===== config.mk =====
export PLATFORM = sky130hd
export DESIGN_NAME = sample_host
export DESIGN_NICKNAME = d
export VERILOG_FILES = /design/src/rtl/sample_host_pkg.sv /design/src/rtl/sample_host_fifo.sv /design/src/rtl/sample_host.sv
export SDC_FILE = /design/constraint.sdc
export NUM_CORES = 1
export LEC_CHECK = 0
export BUFFER_PORTS_ARGS = -buffer_cell sky130_fd_sc_hd__buf_2
export CAP_MARGIN = 30
export CORE_MARGIN = 5
export CORE_UTILIZATION = 35
export DETAILED_ROUTE_END_ITERATION = 10
export GPL_ROUTABILITY_DRIVEN = 0
export RECOVER_POWER = 100
export SLEW_MARGIN = 10
export SYNTH_ARGS = -nofsm -noshare
export SYNTH_HDL_FRONTEND = slang
export SYNTH_HIERARCHICAL = 1
export SYNTH_SLANG_ARGS = --single-unit

===== constraint.sdc =====
create_clock -name clk -period 8.78 [get_ports clk]
set_input_delay 0.878 -clock clk [delete_from_list [all_inputs] [get_ports clk]]
set_output_delay 0.878 -clock clk [all_outputs]
set_load 0.03 [all_outputs]

===== src/rtl/sample_host_pkg.sv =====
// sample_host_pkg
//   Shared types and default sizes for the sample_host block and its FIFO.
//   - state_e         : host FSM states (IDLE, ARMED, BUSY)
//   - TW_DEFAULT      : sample width (12)
//   - RW_DEFAULT      : result width (24)
//   - TIMEOUT_DEFAULT : consume-to-result watchdog limit in clk cycles (1023)
package sample_host_pkg;

  typedef enum logic [1:0] {
    IDLE  = 2'd0,
    ARMED = 2'd1,
    BUSY  = 2'd2
  } state_e;

  localparam int TW_DEFAULT      = 12;
  localparam int RW_DEFAULT      = 24;
  localparam int TIMEOUT_DEFAULT = 1023;

endpackage


===== src/rtl/sample_host_fifo.sv =====
// sample_fifo
//   Synchronous FIFO holding {mode, sample} words for the engine.
//   Pointers carry one extra wrap bit so full and empty can be told apart.
//   Ports:
//     clk, RESET (async, active-high)
//     push, wr_data : write port, ignored while full
//     pop           : read advance, ignored while empty
//     rd_data       : current head word (combinational read)
//     full, empty   : occupancy status
//     count         : number of stored entries (0..DEPTH)
module sample_fifo #(
  parameter int DEPTH = 8,
  parameter int W     = 13
) (
  input  logic                     clk,
  input  logic                     RESET,
  input  logic                     push,
  input  logic [W-1:0]             wr_data,
  input  logic                     pop,
  output logic [W-1:0]             rd_data,
  output logic                     full,
  output logic                     empty,
  output logic [$clog2(DEPTH):0]   count
);

  localparam int AW = $clog2(DEPTH);

  logic [W-1:0] mem [DEPTH];
  logic [AW:0]  wr_ptr;
  logic [AW:0]  rd_ptr;

  assign count   = wr_ptr - rd_ptr;
  assign empty   = (wr_ptr == rd_ptr);
  assign full    = (wr_ptr[AW] != rd_ptr[AW]) && (wr_ptr[AW-1:0] == rd_ptr[AW-1:0]);
  assign rd_data = mem[rd_ptr[AW-1:0]];

  // Storage needs no reset; only the pointers define what is valid.
  always_ff @(posedge clk) begin
    if (push && !full) begin
      mem[wr_ptr[AW-1:0]] <= wr_data;
    end
  end

  always_ff @(posedge clk or posedge RESET) begin
    if (RESET) begin
      wr_ptr <= '0;
      rd_ptr <= '0;
    end else begin
      if (push && !full) begin
        wr_ptr <= wr_ptr + {{AW{1'b0}}, 1'b1};
      end
      if (pop && !empty) begin
        rd_ptr <= rd_ptr + {{AW{1'b0}}, 1'b1};
      end
    end
  end

endmodule


===== src/rtl/sample_host.sv =====
// sample_host
//   Host side of the SAMPLE/DONE statistics handshake. Producer samples are
//   queued in sample_fifo, presented to the engine on TN/MODE, and the
//   engine's AVG_SD results are returned on a valid/ready port tagged with
//   the mode they were computed in.
//   Ports:
//     clk, RESET (async, active-high)
//     s_data/s_mode/s_valid/s_ready : producer sample input
//     TN/MODE                       : sample and mode to engine
//     SAMPLE/DONE/AVG_SD            : engine handshake and result
//     r_data/r_mode/r_valid/r_ready : result output
//     underflow/overrun/timeout     : sticky error flags, cleared by clr_flags
//   Optional feature (macro SAMPLE_HOST_THRESH_CMP_EN):
//     thresh/alarm_clr/alarm : sticky alarm when an average result exceeds thresh
module sample_host
  import sample_host_pkg::*;
#(
  parameter int DEPTH   = 8,
  parameter int TIMEOUT = TIMEOUT_DEFAULT,
  parameter int TW      = TW_DEFAULT,
  parameter int RW      = RW_DEFAULT
) (
  input  logic          clk,
  input  logic          RESET,
  input  logic [TW-1:0] s_data,
  input  logic          s_mode,
  input  logic          s_valid,
  output logic          s_ready,
  output logic [TW-1:0] TN,
  output logic          MODE,
  input  logic          SAMPLE,
  input  logic          DONE,
  input  logic [RW-1:0] AVG_SD,
  output logic [RW-1:0] r_data,
  output logic          r_mode,
  output logic          r_valid,
  input  logic          r_ready,
  output logic          underflow,
  output logic          overrun,
  output logic          timeout,
`ifdef SAMPLE_HOST_THRESH_CMP_EN
  input  logic [RW-1:0] thresh,
  input  logic          alarm_clr,
  output logic          alarm,
`endif
  input  logic          clr_flags
);

  localparam int AW  = $clog2(DEPTH);
  localparam int WDW = $clog2(TIMEOUT + 1);
  localparam logic [AW:0]    DEPTH_CNT = (AW + 1)'(DEPTH);
  localparam logic [WDW-1:0] WD_MAX    = WDW'(TIMEOUT);

  state_e         state;
  state_e         state_next;
  logic           done_q;
  logic           consume;
  logic           result;
  logic           push;
  logic           pop;
  logic           take;
  logic           load_tn;
  logic           capture;
  logic           set_underflow;
  logic           set_overrun;
  logic           set_timeout;
  logic           wd_inc;
  logic [WDW-1:0] wd;
  logic           pend_mode;
  logic [TW:0]    fifo_rd;
  logic           fifo_full;
  logic           fifo_empty;
  logic [AW:0]    fifo_count;
  logic [AW:0]    count_after;

  // Engine events: consume is DONE rising while SAMPLE is low; result is
  // DONE falling together with SAMPLE requesting the next sample.
  assign consume = DONE & ~done_q & ~SAMPLE;
  assign result  = ~DONE & done_q & SAMPLE;

  assign push        = s_valid & s_ready & ~fifo_full;
  assign count_after = fifo_count + {{AW{1'b0}}, push} - {{AW{1'b0}}, pop};

  sample_fifo #(
    .DEPTH (DEPTH),
    .W     (TW + 1)
  ) u_fifo (
    .clk     (clk),
    .RESET   (RESET),
    .push    (push),
    .wr_data ({s_mode, s_data}),
    .pop     (pop),
    .rd_data (fifo_rd),
    .full    (fifo_full),
    .empty   (fifo_empty),
    .count   (fifo_count)
  );

  always_ff @(posedge clk or posedge RESET) begin
    if (RESET) begin
      state <= IDLE;
    end else begin
      state <= state_next;
    end
  end

  // A consume that arrives while still in IDLE is handled exactly like one
  // in ARMED: the engine has already taken the held TN.
  always_comb begin
    state_next    = state;
    take          = 1'b0;
    load_tn       = 1'b0;
    capture       = 1'b0;
    set_timeout   = 1'b0;
    wd_inc        = 1'b0;
    case (state)
      IDLE: begin
        if (consume) begin
          take       = 1'b1;
          state_next = BUSY;
        end else if (!fifo_empty) begin
          load_tn    = 1'b1;
          state_next = ARMED;
        end
      end
      ARMED: begin
        if (consume) begin
          take       = 1'b1;
          state_next = BUSY;
        end
      end
      BUSY: begin
        if (result) begin
          capture    = 1'b1;
          state_next = IDLE;
        end else if (wd == WD_MAX) begin
          set_timeout = 1'b1;
          state_next  = IDLE;
        end else begin
          wd_inc = 1'b1;
        end
      end
      default: state_next = IDLE;
    endcase
    pop           = take & ~fifo_empty;
    set_underflow = take & fifo_empty;
    set_overrun   = capture & r_valid & ~r_ready;
  end

  // Datapath registers. s_ready is registered from the post-update count so
  // a full FIFO never accepts a push in the same cycle it pops.
  always_ff @(posedge clk or posedge RESET) begin
    if (RESET) begin
      done_q    <= 1'b0;
      s_ready   <= 1'b1;
      TN        <= '0;
      MODE      <= 1'b0;
      pend_mode <= 1'b0;
      wd        <= '0;
      r_data    <= '0;
      r_mode    <= 1'b0;
      r_valid   <= 1'b0;
      underflow <= 1'b0;
      overrun   <= 1'b0;
      timeout   <= 1'b0;
    end else begin
      done_q  <= DONE;
      s_ready <= (count_after != DEPTH_CNT);
      if (load_tn) begin
        {MODE, TN} <= fifo_rd;
      end
      if (take) begin
        pend_mode <= MODE;
        wd        <= '0;
      end else if (wd_inc) begin
        wd <= wd + {{(WDW - 1){1'b0}}, 1'b1};
      end
      if (capture) begin
        r_data  <= AVG_SD;
        r_mode  <= pend_mode;
        r_valid <= 1'b1;
      end else if (r_ready) begin
        r_valid <= 1'b0;
      end
      underflow <= set_underflow | (underflow & ~clr_flags);
      overrun   <= set_overrun   | (overrun   & ~clr_flags);
      timeout   <= set_timeout   | (timeout   & ~clr_flags);
    end
  end

`ifdef SAMPLE_HOST_THRESH_CMP_EN
  // Only average-mode results are compared; a new trip beats alarm_clr.
  always_ff @(posedge clk or posedge RESET) begin
    if (RESET) begin
      alarm <= 1'b0;
    end else begin
      alarm <= (capture & ~pend_mode & (AVG_SD > thresh)) | (alarm & ~alarm_clr);
    end
  end
`endif

endmodule


==> impl_results.md <==
* Status: finished with violations
* Failing checks: max-capacitance violations, max-slew violations
* Place WS at 5140 ps
* Minimum clock period after layout at 4140 ps
* Final WS setup at 4640 ps
* Htree depth at 4
* Die Area at 22900 um2
* Synth Register Bits at 169
* IO Count at 87
* Share of cells above drive strength 1 at 0.222
* Critical Path Sink Type: flop
* Max_slew headroom at -1.14
* DRC Markers at 0
* Final Hold Viols at 0
* Area delta synth->final at 16.8%
* Critical path class: flop to flop
* Logic gate share of total power at 0.330
* Area after DPL at 7830 um2
* Core Footprint at 19600 um2
* Fin Setup TNS at 0 ps
* # clock sinks at 169
* Final net count at 584
* Clk buf depth at 2
* Post-route design area at 8180 um2
* Total net switching power at 0.894 mW
* Post-synth top flop: edfxtp_1
* Power share of the clock group at 0.263
* Commonest cells post-synth: edfxtp_1, dfrtp_1, nand2_1
* Int Power at 1.80 mW
* Crit share post-route at 0.472
* Post-synth top area share at 0.446
* Hold/Removal Path Class: primary input to async pin
* Cell Area, Synth at 7000 um2
* Syn Nets at 480
* Placed cells at 774
* Synth top area cells: edfxtp_1, dfrtp_1, mux2_2
* DRT Pass-1 Iters at 4
* GR Layer Usage met2 at 0.191
* IO buf count at 86
* Post-Syn Instances at 424
* Peak VDD IR at 126 uV
* Vias per Instance at 4.85
* GR Util All Layers at 0.127
* Critical Path AT at 4210 ps
* Worst slew pin tran at 3220 ps
* EDFF count, synth at 104
* Sw Ratio at 0.333
* Gr ovfl total at 0
* Worst-Skew Late Latency at 410 ps
* Drt total wl at 13.9 mm
* Pins Over Slew Limit at 58
* Initial DRC count at 164
* Yosys cell types at 54
* Post-CTS Setup Bufs at 0
* M1 GR Usage at 0.177
* Row cnt at 51
* CTS tree: built
* CTS Hold Bufs at 0
* Clock skew at 10.0 ps
* Root buffer cell: clkbuf_16
* Vias in the first global route at 3983
* DR vias at 3908
* Overall Power at 2.69 mW
* Critical Path Fanout Max at 15
* Power per standard cell area at 329 nW/um2
* Endpoints failing setup at 0
* Maxcap violations at 1
* Chip height at 151 um
* M3 GR Usage at 0.0419
* Async SR Flop Fraction at 0.385
* Antenna viol nets, final at 0
* Largest net degree at the start of global routing at 58
* CTS Buf Count at 17
* Fmax achieved at 241 MHz
* Register share of total power at 0.407
* Post-CTS resize count at 0
* Syn Area/Cell at 16.5 um2
* P_leak at 3.12 nW
* CP Data Required Time at 8840 ps
* Most frequent cell after synthesis: edfxtp_1
* Initial antenna violation count at 1
* Die W at 151 um
* Starting density of the core at 0.357
* Fin Hold WS at 426 ps
* Post-layout utilization of the core at 0.417
* Seq/Total Area, Yosys at 0.679
* Reg clk slew, reported paths at 60 ps
* Top cell type by total area after synthesis: edfxtp_1
* Fin cells at 806
* Setup crit start kind: flop
* RSZ-0062 raised after global routing: no
* DP HPWL at 9.96 mm
* Global-route wire length before repair at 22.0 mm
* Top Usage Layer GRT: met2
* Routed length per placed instance at 17.3 um
* Yosys warning total at 6
-- power by group through the flow --
stage,logic [mW],registers [mW],clock network [mW]
floorplan,0.625,1.18,0
global placement,0.910,1.11,0
detailed placement,0.951,1.11,0
CTS,0.955,1.10,0.724
global route,0.988,1.11,0.760
finish,0.888,1.09,0.707
-- routing by layer --
metal | up-vias | wire [um] | share of wire
met3 | 8 | 1010 | 0.072
met5 | - | 0 | 0
li1 | 1804 | - | -
met2 | 124 | 6260 | 0.45
met4 | 0 | 86 | 0.0062
met1 | 1972 | 6580 | 0.47
-- registers in the layout, summed over array words and instances (netlist names), 2 cells and up --
register       cells
TN                12
r_data            24
state              2
u_fifo/mem       104
u_fifo/rd_ptr      4
u_fifo/wr_ptr      4
wd                10
-- logic make-up after synthesis --
group,count (synthesis),share of synthesized area
AOI/OAI and AO/OA,27,0.0297
adders and majority gates,12,0.0236
and+or+nand+nor,100,0.0699
muxes,67,0.154
xor gates and xnor gates,14,0.0186
DFF,169,0.679
buffers and inverters,35,0.0259
-- layout by cell type, fill, tap and decap left out, types with 14 or more instances in the layout --
master | synthesis | routed
clkbuf_1 | 3 | 70
edfxtp_1 | 104 | 104
nor2_1 | 12 | 14
mux4_2 | 19 | 19
buf_2 | 6 | 28
clkbuf_16 | 0 | 17
mux2_2 | 38 | 37
inv_1 | 21 | 20
dfrtp_1 | 64 | 64
nand2_1 | 53 | 53
-- worst paths after layout --
check	from	to	slack (ps)	cells past startpoint
max in group asynchronous	RESET	TN[6]$_DFFE_PP0P_	5270	3
min in group clk	r_data[4]$_DFFE_PP0P_	r_data[4]$_DFFE_PP0P_	480	1
worst min register to register	r_data[4]$_DFFE_PP0P_	r_data[4]$_DFFE_PP0P_	480	1
worst min-delay path	RESET	u_fifo/wr_ptr[2]$_DFFE_PP0P_	430	2
worst max register to register	u_fifo/rd_ptr[2]$_DFFE_PP0P_	u_fifo/mem[3][4]$_DFFE_PP_	4640	8
worst max-delay path	u_fifo/rd_ptr[2]$_DFFE_PP0P_	u_fifo/mem[3][4]$_DFFE_PP_	4640	8
-- worst max-delay path: stages, from the launching register on --
cell and delay, ps:
dfrtp_1 680, inv_1 380, ha_1 440, nand3_1 180, nor2_1 60, nor2_1 190
o21ai_0 390, nor3_1 1030, clkbuf_1 430
-- layout make-up --
cell class                 instances  area [um2]
clock inverter                    12         126
multi-input combinational        220        2030
clock buffer                      19         433
inverter                          21        78.8
tap                              265         332
antenna                            1        2.50
timing repair buffer              99         418
sequential                       169        4750
fill                            1814       11400
No activity file was read; power rests on OpenSTA's default activity.
